**src/rtl/ad_ser_pkg.sv**
```systemverilog
// Shared constants, state encoding and frame packing for the AD serial transmitter.
package ad_ser_pkg;

    localparam int NCH        = 8;
    localparam int CH_W       = 24;
    localparam int FRAME_BITS = NCH * CH_W;
    localparam int BCNT_W     = 8;

    typedef enum logic [1:0] {
        IDLE  = 2'd0,
        READY = 2'd1,
        SHIFT = 2'd2,
        DONE  = 2'd3
    } state_t;

    typedef logic [FRAME_BITS-1:0]      frame_t;
    typedef logic [BCNT_W-1:0]          bcnt_t;
    typedef logic [NCH-1:0][CH_W-1:0]   ch_arr_t;

    localparam bcnt_t LAST_BIT = bcnt_t'(FRAME_BITS - 1);

    // Channel 0 (CH1) lands in the MSBs so the frame shifts out CH1[23] first.
    function automatic frame_t pack_frame(input ch_arr_t ch);
        frame_t f;
        f = '0;
        for (int k = 0; k < NCH; k++)
            f[FRAME_BITS-1-k*CH_W -: CH_W] = ch[k];
        return f;
    endfunction

endpackage

```
**src/rtl/ad_clk_gen.sv**
```systemverilog
// ad_clk phase divider: low for HALF_DIV cycles, then high for HALF_DIV cycles, while run is high.
module ad_clk_gen #(
    parameter int HALF_DIV = 1
) (
    input  logic clk,
    input  logic reset,
    input  logic run,
    output logic ad_clk,
    output logic fall_en,
    output logic rise_end
);

    localparam int CW = (HALF_DIV > 1) ? $clog2(HALF_DIV) : 1;
    localparam logic [CW-1:0] PH_LAST = CW'(HALF_DIV - 1);

    logic [CW-1:0] ph_cnt;
    logic          ph_end;

    assign ph_end   = (ph_cnt == PH_LAST);
    assign fall_en  = run & ~ad_clk & (ph_cnt == '0);
    assign rise_end = run &  ad_clk & ph_end;

    // Holding the divider cleared while run is low makes every run rise start a fresh low phase.
    always_ff @(posedge clk) begin
        if (reset || !run) begin
            ph_cnt <= '0;
            ad_clk <= 1'b0;
        end else if (ph_end) begin
            ph_cnt <= '0;
            ad_clk <= ~ad_clk;
        end else begin
            ph_cnt <= ph_cnt + 1'b1;
        end
    end

endmodule

```
**src/rtl/ad_ser_ch.sv**
```systemverilog
// 8-channel x 24-bit parallel-to-serial AD frame transmitter with a one-deep pending buffer.
module ad_ser_ch
    import ad_ser_pkg::*;
#(
    parameter int HALF_DIV  = 1,
    parameter int READY_CYC = 4
) (
    input  logic            clk,
    input  logic            reset,
    input  logic            load,
    input  logic [CH_W-1:0] data_CH1,
    input  logic [CH_W-1:0] data_CH2,
    input  logic [CH_W-1:0] data_CH3,
    input  logic [CH_W-1:0] data_CH4,
    input  logic [CH_W-1:0] data_CH5,
    input  logic [CH_W-1:0] data_CH6,
    input  logic [CH_W-1:0] data_CH7,
    input  logic [CH_W-1:0] data_CH8,
    output logic            busy,
    output logic            frame_done,
    output logic            overrun,
    output logic            ad_ready,
    output logic            ad_clk,
    output logic            ad_data
);

    localparam int RC_W = (READY_CYC > 1) ? $clog2(READY_CYC) : 1;
    localparam logic [RC_W-1:0] RDY_LAST = RC_W'(READY_CYC - 1);

    state_t          state, state_nxt;
    ch_arr_t         ch;
    frame_t          din, shreg, pend;
    logic            pend_vld;
    bcnt_t           bit_cnt;
    logic [RC_W-1:0] rdy_cnt;
    logic            rdy_last;
    logic            run, fall_en, rise_end;
    logic            ld_din, ld_pend, cap_pend, drop;

    assign ch       = {data_CH8, data_CH7, data_CH6, data_CH5,
                       data_CH4, data_CH3, data_CH2, data_CH1};
    assign din      = pack_frame(ch);
    assign rdy_last = (rdy_cnt == RDY_LAST);
    assign run      = (state == SHIFT);

    ad_clk_gen #(
        .HALF_DIV (HALF_DIV)
    ) u_clk_gen (
        .clk      (clk),
        .reset    (reset),
        .run      (run),
        .ad_clk   (ad_clk),
        .fall_en  (fall_en),
        .rise_end (rise_end)
    );

    always_ff @(posedge clk) begin
        if (reset) state <= IDLE;
        else       state <= state_nxt;
    end

    always_comb begin
        state_nxt = state;
        ld_din    = 1'b0;
        ld_pend   = 1'b0;
        cap_pend  = 1'b0;
        drop      = 1'b0;
        case (state)
            IDLE: begin
                if (load) begin
                    ld_din    = 1'b1;
                    state_nxt = READY;
                end
            end
            READY: begin
                if (rdy_last) state_nxt = SHIFT;
            end
            SHIFT: begin
                if (rise_end && bit_cnt == LAST_BIT) state_nxt = DONE;
            end
            DONE: begin
                if (pend_vld) begin
                    ld_pend   = 1'b1;
                    state_nxt = READY;
                end else if (load) begin
                    ld_din    = 1'b1;
                    state_nxt = READY;
                end else begin
                    state_nxt = IDLE;
                end
            end
            default: state_nxt = IDLE;
        endcase
        // A pending slot being drained this cycle is free for a simultaneous load.
        if (load && state != IDLE && !ld_din) begin
            if (!pend_vld || ld_pend) cap_pend = 1'b1;
            else                      drop     = 1'b1;
        end
    end

    always_ff @(posedge clk) begin
        if (reset) begin
            shreg      <= '0;
            pend       <= '0;
            pend_vld   <= 1'b0;
            bit_cnt    <= '0;
            rdy_cnt    <= '0;
            busy       <= 1'b0;
            frame_done <= 1'b0;
            overrun    <= 1'b0;
            ad_ready   <= 1'b0;
            ad_data    <= 1'b0;
        end else begin
            busy       <= (state_nxt != IDLE);
            frame_done <= (state_nxt == DONE);
            overrun    <= drop;
            ad_ready   <= (state_nxt == READY);

            // shreg MSB always holds the bit to present at the next low phase.
            if (ld_din)       shreg <= din;
            else if (ld_pend) shreg <= pend;
            else if (fall_en) shreg <= shreg << 1;

            if (cap_pend) begin
                pend     <= din;
                pend_vld <= 1'b1;
            end else if (ld_pend) begin
                pend_vld <= 1'b0;
            end

            if (state == READY) rdy_cnt <= rdy_cnt + 1'b1;
            else                rdy_cnt <= '0;

            if (state != SHIFT) bit_cnt <= '0;
            else if (rise_end)  bit_cnt <= bit_cnt + 1'b1;

            if (state == READY && rdy_last)
                ad_data <= shreg[FRAME_BITS-1];
            else if (rise_end)
                ad_data <= (bit_cnt == LAST_BIT) ? 1'b0 : shreg[FRAME_BITS-1];
            else if (state != SHIFT)
                ad_data <= 1'b0;
        end
    end

endmodule

```
**config.mk**
```make
export PLATFORM = sky130hd
export DESIGN_NAME = ad_ser_ch
export DESIGN_NICKNAME = d
export VERILOG_FILES = /design/src/rtl/ad_ser_pkg.sv /design/src/rtl/ad_clk_gen.sv /design/src/rtl/ad_ser_ch.sv
export SDC_FILE = /design/constraint.sdc
export NUM_CORES = 1
export LEC_CHECK = 0
export CAP_MARGIN = 20
export CORE_ASPECT_RATIO = 0.5
export CORE_MARGIN = 1.5
export CORE_UTILIZATION = 51
export DETAILED_ROUTE_END_ITERATION = 7
export PLACE_DENSITY = 0.84
export SLEW_MARGIN = 20
export SYNTH_ARGS = -nofsm -noshare
export SYNTH_HDL_FRONTEND = slang
export SYNTH_SLANG_ARGS = --single-unit
```
**constraint.sdc**
```tcl
create_clock -name clk -period 1.75 [get_ports clk]
set_clock_uncertainty 0.05 [all_clocks]
set_input_delay 0.35 -clock clk [delete_from_list [all_inputs] [get_ports clk]]
set_output_delay 0.35 -clock clk [all_outputs]
set_load 0.02 [all_outputs]
```
* Word-level counts from Yosys, hierarchy flattened
Cells that the tools add are included.
** Cells by class
- $add $sub $neg :: 3
- Multipliers :: 0
- Divide/modulo/power cells :: 0
- Magnitude comparators :: 0
- Equality and inequality tests :: 8
- Shift operators :: 0
- Muxes and demuxes :: 23
- Bitwise gates (word level) :: 8
- Reductions and logical operators :: 19
** Operators by type and width (count)
- two-way mux 192 bit :: 3
- two-way mux 1 bit :: 15
- adder 8 x 1 -> 8 bit, second input constant :: 1
- == test 2 bit, second input constant :: 4
- == test 8 bit, second input constant :: 1
- one-hot mux 2 bit (4 select lines) :: 1
- OR reduction 2 bit :: 4
- two-way mux 2 bit :: 3
- nonzero test 2 bit :: 3
- nonzero test 3 bit :: 2
- AND 1 bit :: 4
- == test 2 x 1 -> 1 bit, second input constant :: 2
- logical AND 1 bit :: 4
- NOT 1 bit :: 4
- logical NOT 1 bit :: 3
- adder 2 x 1 -> 2 bit, second input constant :: 1
- logical NOT 2 bit :: 1
- logical OR 1 bit :: 2
- != test 2 bit, second input constant :: 1
- one-hot mux 1 bit (2 select lines) :: 1
- adder 1 bit, second input constant :: 1
** Storage, ports and cells
- Register bits :: 404
- Latch bits :: 0
- RAM bits :: 0
- Bits in read-only memories :: 0
- Input bits :: 195
- Output and inout port bits :: 6
- Logic and storage cells :: 74
- Memories :: 0

* Logic depth before layout (Yosys ltp)
- Depth in word-level cells :: 7
- Gate-level depth with buffers :: 9
- Gate-level depth less buffers :: 6

* Hierarchy
Synthesis repeated with hierarchy kept, for this count alone.
** Unflattened totals
- Cells, all modules :: 1791
- Area, all modules :: 17544.3 um2
** By module, submodules not included
- ad_ser_ch :: instances 1, cells an instance 1784, area an instance 17461.7 um2, seq. area each 8047.7 um2
- ad_clk_gen :: instances 1, cells an instance 7, area an instance 82.6 um2, seq. area each 40.0 um2

* Worst setup path before layout
Ideal clock, no wire load.
- Path type :: flip-flop to flip-flop
- Start point :: reg state[0]
- End point :: reg shreg[19]
- Library setup time :: 0.118 ns
- Arrival time :: 1.737 ns
- Required time :: 1.582 ns
- Slack :: -0.154 ns
- Stages on the path, launching flop included :: 10
- Path buffers :: 3
- Period minus slack after synthesis :: 1.904 ns
- Cell sequence :: dfxtp_1 inv_1 ha_1 nor2b_1 o21a_1 nor3_1 buf_2 buf_6 buf_6 o2bb2ai_2
** Between the ends
- Longest elaborated chain between the ends :: 4
- Elaborated cells on any way between the ends :: 10
- Those cells by class :: eq/ne (2); mux (4); bitwise (2); reduce/logical (2)
** Ends and longest elaborated chain
- from (decl) :: RTL line ad_ser_ch.sv:30 : state_t state, state_nxt;
- from (signal assigned) :: RTL line ad_ser_ch.sv:59 : else state <= state_nxt;
- == test 2 bit (on tied branches) :: RTL line ad_ser_ch.sv:44, ad_ser_ch.sv:68
- AND 1 bit or two-way mux 1 bit (tied branches) :: RTL line ad_clk_gen.sv:20, ad_ser_ch.sv:68
- AND 1 bit or two-way mux 192 bit (tied branches) :: RTL line ad_clk_gen.sv:20, ad_ser_ch.sv:121
- nonzero test 3 bit (no line) or two-way mux 192 bit (tied branches)
- to (signal assigned) :: RTL line ad_ser_ch.sv:120 : if (ld_din) shreg <= din;
- to (signal assigned) :: RTL line ad_ser_ch.sv:121 : else if (ld_pend) shreg <= pend;
- to (signal assigned) :: RTL line ad_ser_ch.sv:122 : else if (fall_en) shreg <= shreg << 1;
- to (decl) :: RTL line ad_ser_ch.sv:32 : frame_t din, shreg, pend;
Several ways; a longest one is shown, not always the timed one.
A chain may end at the register's enable or synchronous reset.

* Worst setup path in the final report
- Start point :: reg state[0]
- End point :: reg shreg[117]
The elaborated chain is that of the path after synthesis.

==> impl_metrics.toml <==
[route]
wirelength_um = 52800
first_pass_iters = 5
routedWlPerCell_um = 20.7
drtAntennaViolNets = 0
vias = 14821
drtIter0Drc = 1110
drc = 0
vias_per_cell = 5.81

[power]
total_leakage_power_uw = 0.00955
powerDensity_nw_per_um2 = 989
p_clk_share_pct = 33.9
switching_share_pct = 27.8
vdd_drop_max_v = 0.000554
seqPwrFrac_pct = 42.4
p_int_uw = 17400
switchingPower_uw = 6680
total_power_uw = 24000
pwr-share-comb_pct = 23.7

[critical_path]
critical_path.max_fanout = 8
end_kind = "flip-flop"
startpoint_type = "flip-flop"
cp_cell_sequence = "inv_4 > ha_4 > nor2b_4 > buf_6 > o21ai_4 > buf_6 > buf_12 > buf_4 > mux2i_1 > o2bb2ai_1"
cpPeakStageDelay_ns = 0.38
critPathKind = "reg2reg"
cp.required_ns = 2.09
cp_slowest_cell = "dfxtp_4"
crit_top_cell = "buf_6"
critPathArrivalTime_ns = 2.46

[global_routing]
grt_pass1_vias = 14668
grt_use_total_pct = 26.3
antenna_found_initial = 6
grt_max_degree = 107
grt_pass1_wl_um = 77000
overflow = 0

[place]
placed_area_um2 = 21200
hpwlAfterDp_um = 28400
place_ws_ns = -0.418
placed_cells = 2429
gp_congestion = 0.808
placement.io_buffers = 200

[sta]
hold_violations = 0
worst_slack_ns = -0.373
fmax_mhz = 471
drv_slew = 0
final.period_utilization_pct = 121
slew_headroom_pct = 60.8
min_period_ns = 2.12
setup_viol = 392
worstMarginPinSlew_ns = 0.588
rsz0062_at_grt = "true"

[clock_tree]
cts_hold_buf = 0
cts_made_buffers = 37
cts_sinks = 404
cts-root-buf = "clkbuf_16"
cts_buffer_depth = 3
cts_tree = "built"
clk_latency_ns = 0.55
htreeDepth = 2
clkTransAtPathRegs_ns = 0.07

[floorplanning]
rows = 48
die_w_um = 268
fp.coreArea_um2 = 34500
die_h_um = 136
start_util_pct = 52.0
ios = 201
dieArea_um2 = 36400

[layout]
drive_above_1_share_pct = 27.4
layout_commonest_cell = "dfxtp_1"
finish.instance_area_um2 = 24300
layout.nets = 2248
layout_common_cells = "dfxtp_1 (401), nand2_1 (388), clkdlybuf4s50_1 (197)"
fin_cells = 2553
multi_input_area_um2 = 9790
fillers = 2267
regArea_um2 = 8100
area_growth_pct = 35.5

[logic_synthesis]
synth-seq-area-share_pct = 45.1
synth_cell_types = 43
synth_fp_nets = 2001
syn-cell-area_um2 = 17900
synth_seq_cells = 404
yosys_warnings = 0
synth_cells = 1798
syn_area_per_cell_um2 = 9.98

[worst_hold_path]
hp-class = "in2reg"

[run]
drv_cap = 0

[run_status]
violations = "negative setup slack"
status = "finished, violations left"
[Yosys cell counts]
library cell  count  area [um2]
and2_1            2        12.5
xor2_1            6        52.6
ha_1              8         100
a21o_1            1        7.51
buf_4             1        7.51
a31oi_1           1        6.26
and4_1            1        8.76
nand2b_1          4        25.0
a211oi_1          1        7.51
or3b_4            1        11.3
o211ai_2          1        12.5
nor3b_1           1        7.51
nor4_1            1        6.26
nand3_1           7        35.0
dfxtp_1         404        8090
nand2_1         389        1460
xnor2_1           1        8.76
o211a_1           1        10.0
mux2_2          190        2140
o21a_1            2        15.0
o2bb2ai_2        40         601
mux2i_1         192        1920
inv_1             3        11.3
o21bai_1          1        7.51
nand4_1           3        18.8
a211o_1           2        17.5
nor2b_1           6        37.5
nand4b_1          1        8.76
and3_1            1        6.26
clkbuf_1         44         165
o2bb2ai_1       150        1310
and3b_1           3        26.3
buf_2            84         420
o21ai_2           1        8.76
nor2b_4           1        13.8
a21oi_1         195         976
nand2_2           1        6.26
conb_1            1        3.75
buf_6            23         259
nor3_1            5        25.0
nor2_1           15        56.3
a311oi_1          1        8.76
o21ai_0           2        10.0
[logic make-up (layout without fill, tap and decap cells)]
logic type | Yosys count | in the layout | share of synthesized area, %
AND/OR/NAND/NOR | 442 | 442 | 9.84
adder cells (fa/ha/maj) | 8 | 8 | 0.558
other | 1 | 8 | 0.0209
XOR/XNOR | 7 | 7 | 0.342
multiplexers | 382 | 382 | 22.6
AO/OA/AOI/OAI | 399 | 400 | 16.7
buffers and inverters | 155 | 427 | 4.81
flip-flops | 404 | 404 | 45.1
[final cells by class]
type / count / share of cell area (%)
Clock inverter: 11 / 0.345
Inverter: 3 / 0.0566
Antenna cell: 7 / 0.0721
Clock buffer: 54 / 4.53
Multi-Input combinational cell: 1240 / 40.3
Sequential cell: 404 / 33.3
Tap cell: 475 / 2.45
Timing Repair Buffer: 359 / 18.9
[through the flow]
stage / setup TNS [ns] / util [%] / hold slack [ns]
floorplan: -5.11 / - / 0.355
global placement: -94.69 / 61.3 / 0.367
detailed placement: -104.22 / 61.3 / 0.374
CTS: -54.75 / 67.4 / 0.266
global route: -88.91 / 70.4 / 0.321
finish: -68.03 / 70.4 / 0.283
[worst max-delay path, delay by kind of cell (launching register included)]
family | cells | cell delay, ns
AO/OA/AOI/OAI | 2 | 0.25
adder cells (fa/ha/maj) | 1 | 0.24
buffers and inverters | 5 | 0.61
flip-flops | 1 | 0.38
multiplexers | 1 | 0.25
AND/OR/NAND/NOR | 1 | 0.16
[sequential cells by signal, summed over array words and instances (netlist names)]
signal / cells
pend: 192
shreg: 192
bit_cnt: 8
rdy_cnt: 2
state: 2
ad_data: 1
ad_ready: 1
busy: 1
frame_done: 1
overrun: 1
pend_vld: 1
u_clk_gen.ad_clk: 1
u_clk_gen.ph_cnt: 1
[final timing paths]
kind              startpoint         end  slack [ns]  depth (start not counted)
hold / removal         reset    state[1]        0.28                          3
setup reg to reg    state[0]  shreg[117]       -0.37                         10
setup / recovery    state[0]  shreg[117]       -0.37                         10
hold reg to reg   rdy_cnt[0]  rdy_cnt[0]        0.39                          1
[what timing repair did]
item / 4_1_cts / 5_1_grt
pin swaps: 23 / 11
gates resized for setup: 69 / 117
hold endpoints to repair: 0 / 0
gates cloned: 18 / 12
setup endpoints to repair: 391 / 400
buffers inserted: 15 / 7
[power groups by stage]
stage / combinational [uW] / sequential (uW) / clock, uW
2_1_floorplan: 2650 / 10200 / 0
5_1_grt: 5980 / 10200 / 8580
3_3_place_gp: 4160 / 10300 / 0
6_report: 5700 / 10200 / 8150
4_1_cts: 4950 / 10100 / 8180
3_5_place_dp: 4250 / 10300 / 0
[per-layer routing]
layer,GRT usage [%],routed length (um),up-vias
met2,45.8,26200,482
met4,11.7,2540,2
met5,0,11,-
met1,32.6,21600,7292
li1,-,-,6867
met3,3.74,2440,178
No activity file was read; power rests on OpenSTA's default activity.
